--- config.mk ---
export PLATFORM = sky130hd
export DESIGN_NAME = router_ctrl
export DESIGN_NICKNAME = d
export VERILOG_FILES = /design/src/rtl/router_pkg.sv /design/src/rtl/router_sr_timer.sv /design/src/rtl/router_ctrl.sv
export SDC_FILE = /design/constraint.sdc
export NUM_CORES = 1
export LEC_CHECK = 0
export CAP_MARGIN = 25
export CORE_MARGIN = 2
export CORE_UTILIZATION = 58
export DETAILED_ROUTE_END_ITERATION = 8
export DONT_BUFFER_PORTS = 1
export HOLD_SLACK_MARGIN = 0.03
export PLACE_DENSITY = 0.81
export SLEW_MARGIN = 15
export SYNTH_ARGS = -nofsm -noshare
export SYNTH_HDL_FRONTEND = slang
export SYNTH_SLANG_ARGS = --single-unit
--- constraint.sdc ---
create_clock -name clock -period 1.87 [get_ports clock]
set_clock_uncertainty 0.1 [all_clocks]
set_input_delay 0.374 -clock clock [delete_from_list [all_inputs] [get_ports clock]]
set_output_delay 0.374 -clock clock [all_outputs]
set_load 0.005 [all_outputs]
--- src/rtl/router_pkg.sv ---
// Shared types and helpers for the 1x3 router packet-sequencing controller.
package router_pkg;

  typedef enum logic [2:0] {
    DECODE_ADDRESS     = 3'd0,
    WAIT_TILL_EMPTY    = 3'd1,
    LOAD_FIRST_DATA    = 3'd2,
    LOAD_DATA          = 3'd3,
    FIFO_FULL_STATE    = 3'd4,
    LOAD_AFTER_FULL    = 3'd5,
    LOAD_PARITY        = 3'd6,
    CHECK_PARITY_ERROR = 3'd7
  } router_state_e;

  localparam logic [1:0] ADDR_INVALID    = 2'd3;
  localparam int         DEFAULT_TIMEOUT = 30;

  // Per-port flag lookup; the invalid address 3 reads as 0 instead of out of range.
  function automatic logic port_bit(input logic [2:0] v, input logic [1:0] a);
    case (a)
      2'd0:    return v[0];
      2'd1:    return v[1];
      2'd2:    return v[2];
      default: return 1'b0;
    endcase
  endfunction

  function automatic logic [2:0] port_onehot(input logic [1:0] a);
    case (a)
      2'd0:    return 3'b001;
      2'd1:    return 3'b010;
      2'd2:    return 3'b100;
      default: return 3'b000;
    endcase
  endfunction

endpackage

--- src/rtl/router_sr_timer.sv ---
// Read-timeout watchdog for one output port: counts unread cycles and
// emits a one-cycle registered soft_reset when the limit is reached.
module router_sr_timer
  import router_pkg::*;
#(
  parameter int TIMEOUT = DEFAULT_TIMEOUT,
  parameter int TW      = $clog2(TIMEOUT + 1)
) (
  input  logic clock,
  input  logic rstn,
  input  logic vld,
  input  logic rd,
  output logic soft_reset
);

  logic [TW-1:0] cnt;
  logic          stall;
  logic          expire;

  assign stall  = vld && !rd;
  assign expire = stall && (cnt == TW'(TIMEOUT - 1));

  always_ff @(posedge clock or negedge rstn) begin
    if (!rstn) begin
      cnt        <= '0;
      soft_reset <= 1'b0;
    end else begin
      soft_reset <= expire;
      if (stall && !expire) begin
        cnt <= cnt + TW'(1);
      end else begin
        cnt <= '0;
      end
    end
  end

endmodule

--- src/rtl/router_ctrl.sv ---
// Packet-sequencing FSM for the 1x3 router: steers writes into the selected
// FIFO, drives register-block strobes and busy, and hosts per-port watchdogs.
module router_ctrl
  import router_pkg::*;
#(
  parameter int TIMEOUT = DEFAULT_TIMEOUT,
  parameter int TW      = $clog2(TIMEOUT + 1)
) (
  input  logic       clock,
  input  logic       rstn,
  input  logic       pkt_valid,
  input  logic [7:0] data_in,
  input  logic       parity_done,
  input  logic       low_pkt_valid,
  input  logic [2:0] fifo_full,
  input  logic [2:0] fifo_empty,
  input  logic [2:0] vld_out,
  input  logic [2:0] read_enb,
  output logic       busy,
  output logic       detect_add,
  output logic       lfd_state,
  output logic       ld_state,
  output logic       laf_state,
  output logic       full_state,
  output logic       rst_int_reg,
  output logic [2:0] write_enb,
  output logic [2:0] soft_reset
);

  router_state_e state;
  router_state_e state_nxt;
  logic [1:0]    addr_q;
  logic [1:0]    hdr_addr;
  logic          hdr_ok;
  logic          cur_full;
  logic          cur_sr;
  logic          load_w;
  logic          unused_hdr;

  assign hdr_addr   = data_in[1:0];
  assign hdr_ok     = pkt_valid && (hdr_addr != ADDR_INVALID);
  assign cur_full   = port_bit(fifo_full, addr_q);
  assign cur_sr     = port_bit(soft_reset, addr_q);
  assign unused_hdr = ^data_in[7:2];

  always_ff @(posedge clock or negedge rstn) begin
    if (!rstn) begin
      state <= DECODE_ADDRESS;
    end else begin
      state <= state_nxt;
    end
  end

  // The destination is captured once, as the header leaves DECODE_ADDRESS.
  always_ff @(posedge clock or negedge rstn) begin
    if (!rstn) begin
      addr_q <= 2'd0;
    end else if ((state == DECODE_ADDRESS) && (state_nxt != DECODE_ADDRESS)) begin
      addr_q <= hdr_addr;
    end
  end

  always_comb begin
    state_nxt = state;
    case (state)
      DECODE_ADDRESS: begin
        if (hdr_ok) begin
          state_nxt = port_bit(fifo_empty, hdr_addr) ? LOAD_FIRST_DATA : WAIT_TILL_EMPTY;
        end
      end
      WAIT_TILL_EMPTY: begin
        if (port_bit(fifo_empty, addr_q)) state_nxt = LOAD_FIRST_DATA;
      end
      LOAD_FIRST_DATA: state_nxt = LOAD_DATA;
      LOAD_DATA: begin
        if (cur_full)        state_nxt = FIFO_FULL_STATE;
        else if (!pkt_valid) state_nxt = LOAD_PARITY;
      end
      FIFO_FULL_STATE: begin
        if (!cur_full) state_nxt = LOAD_AFTER_FULL;
      end
      LOAD_AFTER_FULL: begin
        if (parity_done)        state_nxt = DECODE_ADDRESS;
        else if (low_pkt_valid) state_nxt = LOAD_PARITY;
        else                    state_nxt = LOAD_DATA;
      end
      LOAD_PARITY: state_nxt = CHECK_PARITY_ERROR;
      CHECK_PARITY_ERROR: begin
        state_nxt = cur_full ? FIFO_FULL_STATE : DECODE_ADDRESS;
      end
      default: state_nxt = DECODE_ADDRESS;
    endcase
    // A flush of the active FIFO abandons the packet from any state.
    if ((state != DECODE_ADDRESS) && cur_sr) begin
      state_nxt = DECODE_ADDRESS;
    end
  end

  always_comb begin
    busy        = 1'b1;
    detect_add  = 1'b0;
    lfd_state   = 1'b0;
    ld_state    = 1'b0;
    laf_state   = 1'b0;
    full_state  = 1'b0;
    rst_int_reg = 1'b0;
    load_w      = 1'b0;
    case (state)
      DECODE_ADDRESS: begin
        busy       = 1'b0;
        detect_add = 1'b1;
      end
      LOAD_FIRST_DATA: begin
        lfd_state = 1'b1;
        load_w    = 1'b1;
      end
      LOAD_DATA: begin
        busy     = 1'b0;
        ld_state = 1'b1;
        load_w   = 1'b1;
      end
      FIFO_FULL_STATE:    full_state  = 1'b1;
      LOAD_AFTER_FULL: begin
        laf_state = 1'b1;
        load_w    = 1'b1;
      end
      LOAD_PARITY:        load_w      = 1'b1;
      CHECK_PARITY_ERROR: rst_int_reg = 1'b1;
      default:            busy        = 1'b1;
    endcase
    write_enb = load_w ? port_onehot(addr_q) : 3'b000;
  end

  for (genvar i = 0; i < 3; i++) begin : g_timer
    router_sr_timer #(
      .TIMEOUT (TIMEOUT),
      .TW      (TW)
    ) u_timer (
      .clock      (clock),
      .rstn       (rstn),
      .vld        (vld_out[i]),
      .rd         (read_enb[i]),
      .soft_reset (soft_reset[i])
    );
  end

endmodule
==> impl_metrics.py, run 1 <==
metrics = {
    "setup_path": {
        "crit_arrival_ns": 1.29,
        "critPathSlowestCell": "dfrtp_2",
        "r2r_cells": 4,
        "cpPeakStageDelay_ns": 0.46,
        "cp-startpoint": "state[0]",
        "crit_fanout": 10,
        "path_cells": "nand2_1 > xor2_1 > nor3b_1",
        "r2r_start": "state[1]",
        "startpoint_type": "register",
        "crit_end": "write_enb[2]",
        "path_class": "reg -> out",
        "rrSetupSlack_ns": 0.20,
        "crit_path_end_kind": "output port",
        "reg2reg_to": "addr_q[0]",
        "required_ns": 1.40,
    },
    "synth": {
        "synth_top_area_share_pct": 44.70,
        "avgSynthCellArea_um2": 9.904,
        "syn-instance-count": 130,
        "synth_nets": 161,
        "syn_area_mm2": 0.001287,
        "yosys_warnings": 0,
        "ys_seq_area_share_pct": 44.70,
        "synth_top_area_cell": "dfrtp_1",
        "ys_top_cells_by_area": "dfrtp_1 45%, nor2_1 6.1%, ha_1 5.8%",
        "ys_ff_latch": 23,
        "synthDistinctLibCells": 34,
    },
    "global_routing": {
        "track_usage_pct": 19.03,
        "grt_overflow": 0,
        "grt_max_degree": 24,
        "grt_pass1_wl_um": 3643,
        "grt_pass1_vias": 891,
        "antenna_found_initial": 0,
    },
    "pwr": {
        "powerDensity_mw_per_mm2": 1044,
        "ir_worst_vdd_mv": 0.5141,
        "power_leakage_nw": 0.6027,
    },
    "clock_network": {
        "cts_tree": "built",
        "cts_buffer_depth": 2,
        "clk_pin_slew_worst_paths_ns": 0.12,
        "cts.sinks": 23,
        "numCtsBuffers": 3,
        "root_buffer": "clkbuf_4",
        "htreeDepth": 1,
        "insertion_delay_ns": 0.30,
    },
    "outcome": {
        "status": "finished clean",
    },
    "timing": {
        "fin_setup_tns_ns": 0,
        "period_needed_ns": 1.764,
        "rsz0062_at_grt": "no",
        "hold_viol_final": 0,
        "worst_slew_pin_slew_ns": 0.5048,
        "setup_viol": 0,
        "fin_crit_sh_pct": 94.34,
        "postLayoutSetupSlackWorst_ns": 0.1059,
        "relSlewSlack_pct": 66.24,
        "fmax_mhz": 566.9,
        "final_max_slew_viol_count": 0,
    },
    "floorplanning": {
        "core_mm2": 0.002148,
        "initial_core_util_pct": 59.93,
        "die-area_mm2": 0.002613,
        "die_w_um": 51.12,
        "rows": 17,
        "die_h_um": 51.12,
        "io_pins": 38,
    },
    "route": {
        "drtPass1Iterations": 4,
        "vias": 927,
        "post_drt_wl_per_cell_um": 14.05,
        "via_per_inst": 5.652,
        "ant_nets": 0,
        "drc": 0,
        "initialDrtViolationCount": 14,
        "drt-total-wl_um": 2305,
    },
    "placement": {
        "dp_hpwl_um": 1691,
        "place_congestion": 0.7152,
        "place_ws_ns": 0.2012,
        "io_buffers": 0,
        "dp_cells": 152,
    },
    "job": {
        "cap_violations": 0,
    },
    "finish": {
        "drive_gt1_share_pct": 13.97,
        "syn_to_final_growth_pct": 8.261,
        "fin_cells": 164,
        "antennaDiodeCount": 0,
        "final_nets": 168,
    },
    "worst_hold_path": {
        "min_from": "vld_out[0]",
        "min_path_type": "in -> reg",
    },
}
## through the flow
step	util [%]	total power, mW	cell area (µm²)	hold slack [ns]
5_1_grt	64.88	1.555	1394	0.1017
4_1_cts	63.08	1.412	1355	0.1028
3_3_place_gp	59.81	1.150	1285	-0.02094
2_1_floorplan	-	1.101	1287	-0.02159
6_report	64.88	1.455	1394	0.1098
3_5_place_dp	59.81	1.173	1285	-0.02107
## cell usage in the layout (no fill, tap or decap), types with 4 or more instances in the layout
master          n
nor2_1         21
dfrtp_1        20
nand3_1         8
xor2_1          7
nand3b_1        6
nor3b_1         6
ha_1            6
inv_1           5
mux2i_1         4
dlygate4sd3_1   4
buf_4           4
## layout make-up
class | count | area (µm²)
tap | 28 | 35.03
clock inverter | 1 | 5.005
timing repair buffer | 9 | 85.08
inverter | 5 | 18.77
sequential | 23 | 579.3
clock buffer | 3 | 22.52
fill | 183 | 754.5
multi-input combinational | 95 | 648.1
## worst max-delay path, delay by kind of cell (launching register included)
kind | cells | cell delay (ns)
simple gates | 2 | 0.36
flops | 1 | 0.46
xor+xnor | 1 | 0.17
## routing by layer
layer,GRT usage [%],vias up,wire length (µm)
met2,33.98,26,1169
met4,8.559,0,16
met5,0,-,0
li1,-,461,-
met1,22.18,438,979
met3,3.216,2,140
## timing repair
item | in CTS | in global routing
hold buffers | 4 | 0
endpoints found under the setup margin | 3 | 1
setup buffers | 0 | 3
resized for setup | 2 | 1
endpoints found under the hold margin | 26 | 0
## sequential cells by signal, indices dropped and copies added (netlist names)
register                    flops
g_timer.u_timer.cnt            15
addr_q                          2
state                           3
g_timer.u_timer.soft_reset      3
## report_power, final
| group | switching (mW) | leakage, nW | total (mW) | internal (mW) |
|---|---|---|---|---|
| clock network | 0.138 | 0.0177 | 0.218 | 0.0798 |
| logic | 0.277 | 0.281 | 0.557 | 0.280 |
| registers | 0.115 | 0.304 | 0.680 | 0.565 |
## cells in the mapped netlist, drive strengths merged
master,number
a211oi,1
a21o,1
a21oi,3
a221o,1
a41oi,1
and2b,1
and3,1
and4,1
buf,4
clkbuf,3
dfrtp,23
ha,6
inv,5
mux2,1
mux2i,4
nand2,3
nand2b,2
nand3,8
nand3b,6
nand4,3
nor2,21
nor2b,1
nor3,4
nor3b,6
o211ai,1
o21a,2
o21ai,3
o22a,1
o31ai,1
or2,2
xnor2,3
xor2,7
## worst min-delay path by stage
stage | to | slack (ns) | depth (start not counted)
global placement | g_timer[2].u_timer.cnt[3] | -0.02 | 0
finish | g_timer[0].u_timer.soft_reset | 0.11 | 1
CTS | g_timer[2].u_timer.soft_reset | 0.10 | 1
global route | addr_q[1] | 0.10 | 1
floorplan | addr_q[0] | -0.02 | 0
detailed placement | g_timer[2].u_timer.soft_reset | -0.02 | 0
## cells by family (layout without fill, tap and decap cells)
group                    after synthesis  count (layout)  share of synthesized area [%]
adder cells (fa/ha/maj)                6               6                          5.831
XOR/XNOR                              10              10                          6.803
AND/OR/NAND/NOR                       59              59                          24.78
flip-flops                            23              23                          44.70
buffers and inverters                 12              18                          4.956
AO/OA/AOI/OAI                         15              15                          8.649
multiplexers                           5               5                          4.276
(Power assumes the default switching activity.)
==> run 2: changes to the inputs <==
CAP_MARGIN = unset   (was 25)
CORE_ASPECT_RATIO = 0.8   (was unset)
CORE_UTILIZATION = 55   (was 58)
PLACE_DENSITY = 0.8   (was 0.81)
clock period = 1.5 ns   (was 1.87 ns; I/O delays follow)
==> run 2 against run 1 <==
  * The run now ends with setup timing left
  * First-iteration DRC count grew to 3.3 times the previous value
  * Utilization grew 11 points
  * Final area grew 18%
  * Combinational power grew 130%
  * Flip-flop and latch count is the same
  * Die area grew 5.1%
  * Sequential share of layout area shrank 6.5 points
  * Critical path type unchanged
  * Critical endpoint unchanged
==> impl_metrics.py, run 2 (synthesized netlist as in run 1, its figures left out) <==
metrics = {
    "outcome": {
        "status": "finished, violations left",
        "violations": "setup timing",
    },
    "route": {
        "vias": 1042,
        "drc": 0,
        "ant_nets": 0,
        "via_per_inst": 5.821,
        "initialDrtViolationCount": 46,
        "post_drt_wl_per_cell_um": 16.91,
        "drt-total-wl_um": 3027,
        "drtPass1Iterations": 4,
    },
    "clock_network": {
        "numCtsBuffers": 3,
        "cts.sinks": 23,
        "clk_pin_slew_worst_paths_ns": 0.12,
        "cts_tree": "built",
        "cts_buffer_depth": 2,
        "insertion_delay_ns": 0.31,
        "htreeDepth": 1,
        "root_buffer": "clkbuf_4",
    },
    "setup_path": {
        "r2r_cells": 6,
        "crit_arrival_ns": 1.30,
        "cp-startpoint": "state[1]",
        "path_cells": "buf_6 > xor2_4 > nor3b_2",
        "critPathSlowestCell": "dfrtp_1",
        "reg2reg_to": "addr_q[1]",
        "required_ns": 1.10,
        "r2r_start": "state[2]",
        "path_class": "reg -> out",
        "startpoint_type": "register",
        "cpPeakStageDelay_ns": 0.45,
        "rrSetupSlack_ns": -0.05,
        "crit_path_end_kind": "output port",
        "crit_end": "write_enb[2]",
        "crit_fanout": 4,
    },
    "pwr": {
        "power_mw": 2.386,
        "sw_frac_of_total_pct": 38.59,
        "intPower_mw": 1.465,
        "power_leakage_nw": 0.7240,
        "pwr-share-comb_pct": 54.2,
        "clkPwrFrac_pct": 11.7,
        "p_sw_uw": 920.8,
        "ir_worst_vdd_mv": 1.056,
        "pwr-share-seq_pct": 34.1,
        "powerDensity_mw_per_mm2": 1448,
    },
    "finish": {
        "fin_cells": 179,
        "top_register": "g_timer.u_timer.cnt",
        "top_regs": "g_timer.u_timer.cnt: 15 flops, g_timer.u_timer.soft_reset: 3 flops, state: 3 flops",
        "largest_reg_flops": 15,
        "final_nets": 186,
        "drive_gt1_share_pct": 27.92,
        "layout_common_cells": "21 x dfrtp_1, 18 x nor2_1, 12 x buf_4",
        "layout.cells.most_common": "dfrtp_1",
        "syn_to_final_growth_pct": 27.99,
        "antennaDiodeCount": 0,
        "fill_cells": 153,
    },
    "global_routing": {
        "track_usage_pct": 21.33,
        "antenna_found_initial": 0,
        "grt_pass1_vias": 965,
        "grt_overflow": 0,
        "grt_max_degree": 24,
        "grt_pass1_wl_um": 4250,
    },
    "timing": {
        "fin_crit_sh_pct": 113.1,
        "hold_viol_final": 0,
        "postLayoutSetupSlackWorst_ns": -0.1972,
        "relSlewSlack_pct": 35.67,
        "fin_setup_tns_ns": -1.385,
        "hold-worst-slack_ns": 0.09755,
        "fmax_mhz": 589.2,
        "period_needed_ns": 1.697,
        "final_max_slew_viol_count": 0,
        "worst_slew_pin_slew_ns": 0.9649,
        "setup_viol": 14,
        "rsz0062_at_grt": "yes",
    },
    "placement": {
        "io_buffers": 0,
        "dp_cells": 156,
        "dp_hpwl_um": 1806,
        "place_congestion": 0.7956,
    },
    "job": {
        "cap_violations": 0,
    },
    "floorplanning": {
        "die-area_mm2": 0.002746,
        "io_pins": 38,
        "initial_core_util_pct": 59.14,
        "core_mm2": 0.002177,
        "die_h_um": 47.28,
        "die_w_um": 58.10,
        "rows": 15,
    },
    "worst_hold_path": {
        "min_path_type": "in -> async",
    },
}
[run 2: per-stage QoR]
| stage | setup WS (ns) | util (%) | instance area [µm²] |
|---|---|---|---|
| after detailed placement | -0.006091 | 61.26 | 1334 |
| final | -0.1972 | 75.69 | 1648 |
| after floorplan | -0.01922 | - | 1290 |
| after global routing | -0.2361 | 75.69 | 1648 |
| after global placement | 0.01593 | 61.26 | 1334 |
| after CTS | -0.1966 | 72.41 | 1577 |
[run 2: power groups by stage]
stage	clock, mW	sequential, mW	combinational, mW
floorplan	0	0.768	0.612
global placement	0	0.812	0.729
detailed placement	0	0.822	0.740
CTS	0.297	0.800	1.14
global route	0.317	0.820	1.37
finish	0.280	0.814	1.29
[run 2: critical path: cells and delay by family, from the launching register on]
kind	cells	cell delay [ns]
flops	1	0.45
xor+xnor	1	0.19
simple gates	1	0.19
buf+inv	1	0.16
[run 2: how the worst min path moves through the flow]
| stage | cells past startpoint | endpoint | slack, ns | from |
|---|---|---|---|---|
| after floorplan | 0 | addr_q[0] | -0.1 | rstn |
| after global placement | 0 | g_timer[0].u_timer.cnt[0] | -0.1 | rstn |
| after detailed placement | 0 | g_timer[0].u_timer.cnt[1] | -0.1 | rstn |
| after CTS | 1 | g_timer[0].u_timer.soft_reset | 0.03 | vld_out[0] |
| after global routing | 3 | addr_q[0] | 0.11 | pkt_valid |
| final | 1 | g_timer[0].u_timer.cnt[0] | 0.1 | rstn |
[run 2: timing repair]
item	CTS	global route
pin swaps	3	4
hold buffers	7	3
hold endpoints to repair	27	2
resized for setup	20	11
setup endpoints to repair	12	16
buffers inserted	8	2
[run 2: final cells by class]
| cell class | instances | area [µm²] | area share [%] |
|---|---|---|---|
| Tap cell | 25 | 31.28 | 1.898 |
| Timing Repair Buffer | 27 | 249.0 | 15.11 |
| Clock inverter | 1 | 5.005 | 0.3037 |
| Multi-Input combinational cell | 95 | 743.2 | 45.10 |
| Clock buffer | 3 | 22.52 | 1.367 |
| Sequential cell | 23 | 578.1 | 35.08 |
| Inverter | 5 | 18.77 | 1.139 |
[run 2: per-layer routing]
metal  vias up  GRT usage, %  share of wire (%)
met2        41         40.45                 51
met4         0         5.116                1.5
met3         9         5.785                5.6
met5         -             0                  0
met1       499         24.69                 42
li1        493             -                  -
==> run 3: changes to the inputs <==
SETUP_SLACK_MARGIN = 0.2   (was unset)
==> run 3 against run 2 <==
  * Die area did not move
  * Final area rose by 2.7%
  * The run still ends with setup timing left
  * Register-to-register slack barely moved
  * Wire length rose by 0.89%
  * Largest cell class unchanged
  * Final cell count rose by 1.1%
==> impl_metrics.py, run 3 (synthesized netlist as in run 1, its figures left out) <==
metrics = {
    "placement": {
        "place_congestion": 0.8297,
        "place_area_mm2": 0.001373,
        "place_ws_ns": -0.05139,
        "io_buffers": 0,
        "dp_hpwl_um": 1941,
        "dp_cells": 157,
    },
    "timing": {
        "fmax_mhz": 601.5,
        "rsz0062_at_grt": "yes",
        "hold_viol_final": 0,
        "fin_setup_tns_ns": -1.327,
        "fin_crit_sh_pct": 110.8,
        "relSlewSlack_pct": 35.39,
        "setup_viol": 12,
        "postLayoutSetupSlackWorst_ns": -0.1625,
        "period_needed_ns": 1.662,
        "final_max_slew_viol_count": 0,
        "worst_slew_pin_slew_ns": 0.9692,
    },
    "global_routing": {
        "antenna_found_initial": 0,
        "track_usage_pct": 21.97,
        "grt_overflow": 0,
        "grt_pass1_wl_um": 4409,
        "grt_pass1_vias": 1051,
        "grt_max_degree": 24,
    },
    "finish": {
        "layout_common_cells": "21 x dfrtp_1, 19 x nor2_1, 17 x buf_4",
        "drive_gt1_share_pct": 34.62,
        "fin_cells": 181,
        "top_register": "g_timer.u_timer.cnt",
        "largest_reg_flops": 15,
        "fill_cells": 135,
        "top_regs": "g_timer.u_timer.cnt: 15 flops, g_timer.u_timer.soft_reset: 3 flops, state: 3 flops",
        "finish.instance_area_mm2": 0.001692,
        "antennaDiodeCount": 0,
        "final_nets": 188,
        "layout.cells.most_common": "dfrtp_1",
        "syn_to_final_growth_pct": 31.39,
    },
    "clock_network": {
        "insertion_delay_ns": 0.31,
        "root_buffer": "clkbuf_4",
        "cts_tree": "built",
        "clk_pin_slew_worst_paths_ns": 0.13,
        "cts_buffer_depth": 2,
        "numCtsBuffers": 3,
        "cts.sinks": 23,
        "htreeDepth": 1,
    },
    "pwr": {
        "clkPwrFrac_pct": 12.0,
        "sw_frac_of_total_pct": 37.97,
        "ir_worst_vdd_mv": 1.226,
        "powerDensity_mw_per_mm2": 1397,
        "pwr-share-comb_pct": 53.8,
        "pwr-share-seq_pct": 34.2,
        "power_leakage_nw": 0.7295,
        "p_sw_uw": 897.4,
        "intPower_mw": 1.466,
    },
    "setup_path": {
        "reg2reg_to": "state[0]",
        "r2r_start": "state[0]",
        "startpoint_type": "register",
        "crit_path_end_kind": "output port",
        "r2r_cells": 6,
        "crit_arrival_ns": 1.26,
        "rrSetupSlack_ns": -0.06,
        "path_class": "reg -> out",
        "required_ns": 1.10,
        "crit_fanout": 6,
        "crit_end": "full_state",
        "cp-startpoint": "state[0]",
    },
    "route": {
        "post_drt_wl_per_cell_um": 16.87,
        "drt-total-wl_um": 3054,
        "vias": 1072,
        "drtPass1Iterations": 4,
        "ant_nets": 0,
        "drc": 0,
        "initialDrtViolationCount": 69,
        "via_per_inst": 5.923,
    },
    "floorplanning": {
        "rows": 15,
        "die_w_um": 58.10,
        "io_pins": 38,
        "core_mm2": 0.002177,
        "die-area_mm2": 0.002746,
        "die_h_um": 47.28,
        "initial_core_util_pct": 59.14,
    },
    "worst_hold_path": {
        "min_from": "data_in[0]",
        "hold_depth": 2,
        "min_path_type": "in -> reg",
    },
    "outcome": {
        "status": "finished, violations left",
        "violations": "setup timing",
    },
    "job": {
        "cap_violations": 0,
    },
}
==> run 3: changes by cell type in the layout (fill, tap and decap cells not counted), moves of 2 or more <==
cell	delta
buf_4	+5
dlygate4sd3_1	-2
a21oi_1	-2
ha_2	+3
a21oi_2	+2
ha_1	-4
==> run 3: area by class of cell <==
| type | count | area, µm² | area share (%) |
|---|---|---|---|
| multi-input combinational | 95 | 782.0 | 46.23 |
| inverter | 5 | 18.77 | 1.109 |
| tap | 25 | 31.28 | 1.849 |
| timing repair buffer | 29 | 255.2 | 15.09 |
| clock buffer | 4 | 26.28 | 1.553 |
| sequential | 23 | 578.1 | 34.17 |
==> run 3: through the flow <==
step | util, % | power (mW) | hold slack, ns
after CTS | 71.26 | 2.209 | 0.03617
after detailed placement | 63.05 | 1.668 | -0.09513
after global routing | 77.70 | 2.506 | 0.03414
after global placement | 63.05 | 1.643 | -0.09507
after floorplan | - | 1.517 | -0.09559
final | 77.70 | 2.364 | 0.05135
==> run 3: repair_timing <==
action	CTS	global route
endpoints found under the setup margin	16	52
endpoints found under the hold margin	26	4
buffers inserted	7	5
pin swaps	8	15
hold buffers	4	4
resized for setup	16	16
==> run 3: worst min-delay path by stage <==
stage | to | slack, ns
2_1_floorplan | addr_q[0] | -0.1
3_3_place_gp | g_timer[2].u_timer.cnt[1] | -0.1
3_5_place_dp | g_timer[2].u_timer.cnt[0] | -0.1
4_1_cts | g_timer[1].u_timer.soft_reset | 0.04
5_1_grt | addr_q[0] | 0.03
6_report | addr_q[0] | 0.05
==> run 3: power by group through the flow <==
stage / clock [mW] / sequential [mW] / combinational [mW]
floorplan: 0 / 0.790 / 0.727
global placement: 0 / 0.819 / 0.824
detailed placement: 0 / 0.825 / 0.843
CTS: 0.278 / 0.805 / 1.13
global route: 0.322 / 0.825 / 1.36
finish: 0.283 / 0.809 / 1.27
==> run 3: critical path, cell delays in order, from the launching register on <==
cell     delay (ns)
dfrtp_2        0.48
buf_4          0.16
buf_6          0.12
nor3b_4        0.19
==> run 3: routing by layer <==
metal	vias up	global-route usage, %	routed length (µm)
met5	-	0	0
met4	0	11.16	26
met3	4	4.408	220
met2	57	41.14	1600
met1	512	24.56	1206
li1	499	-	-
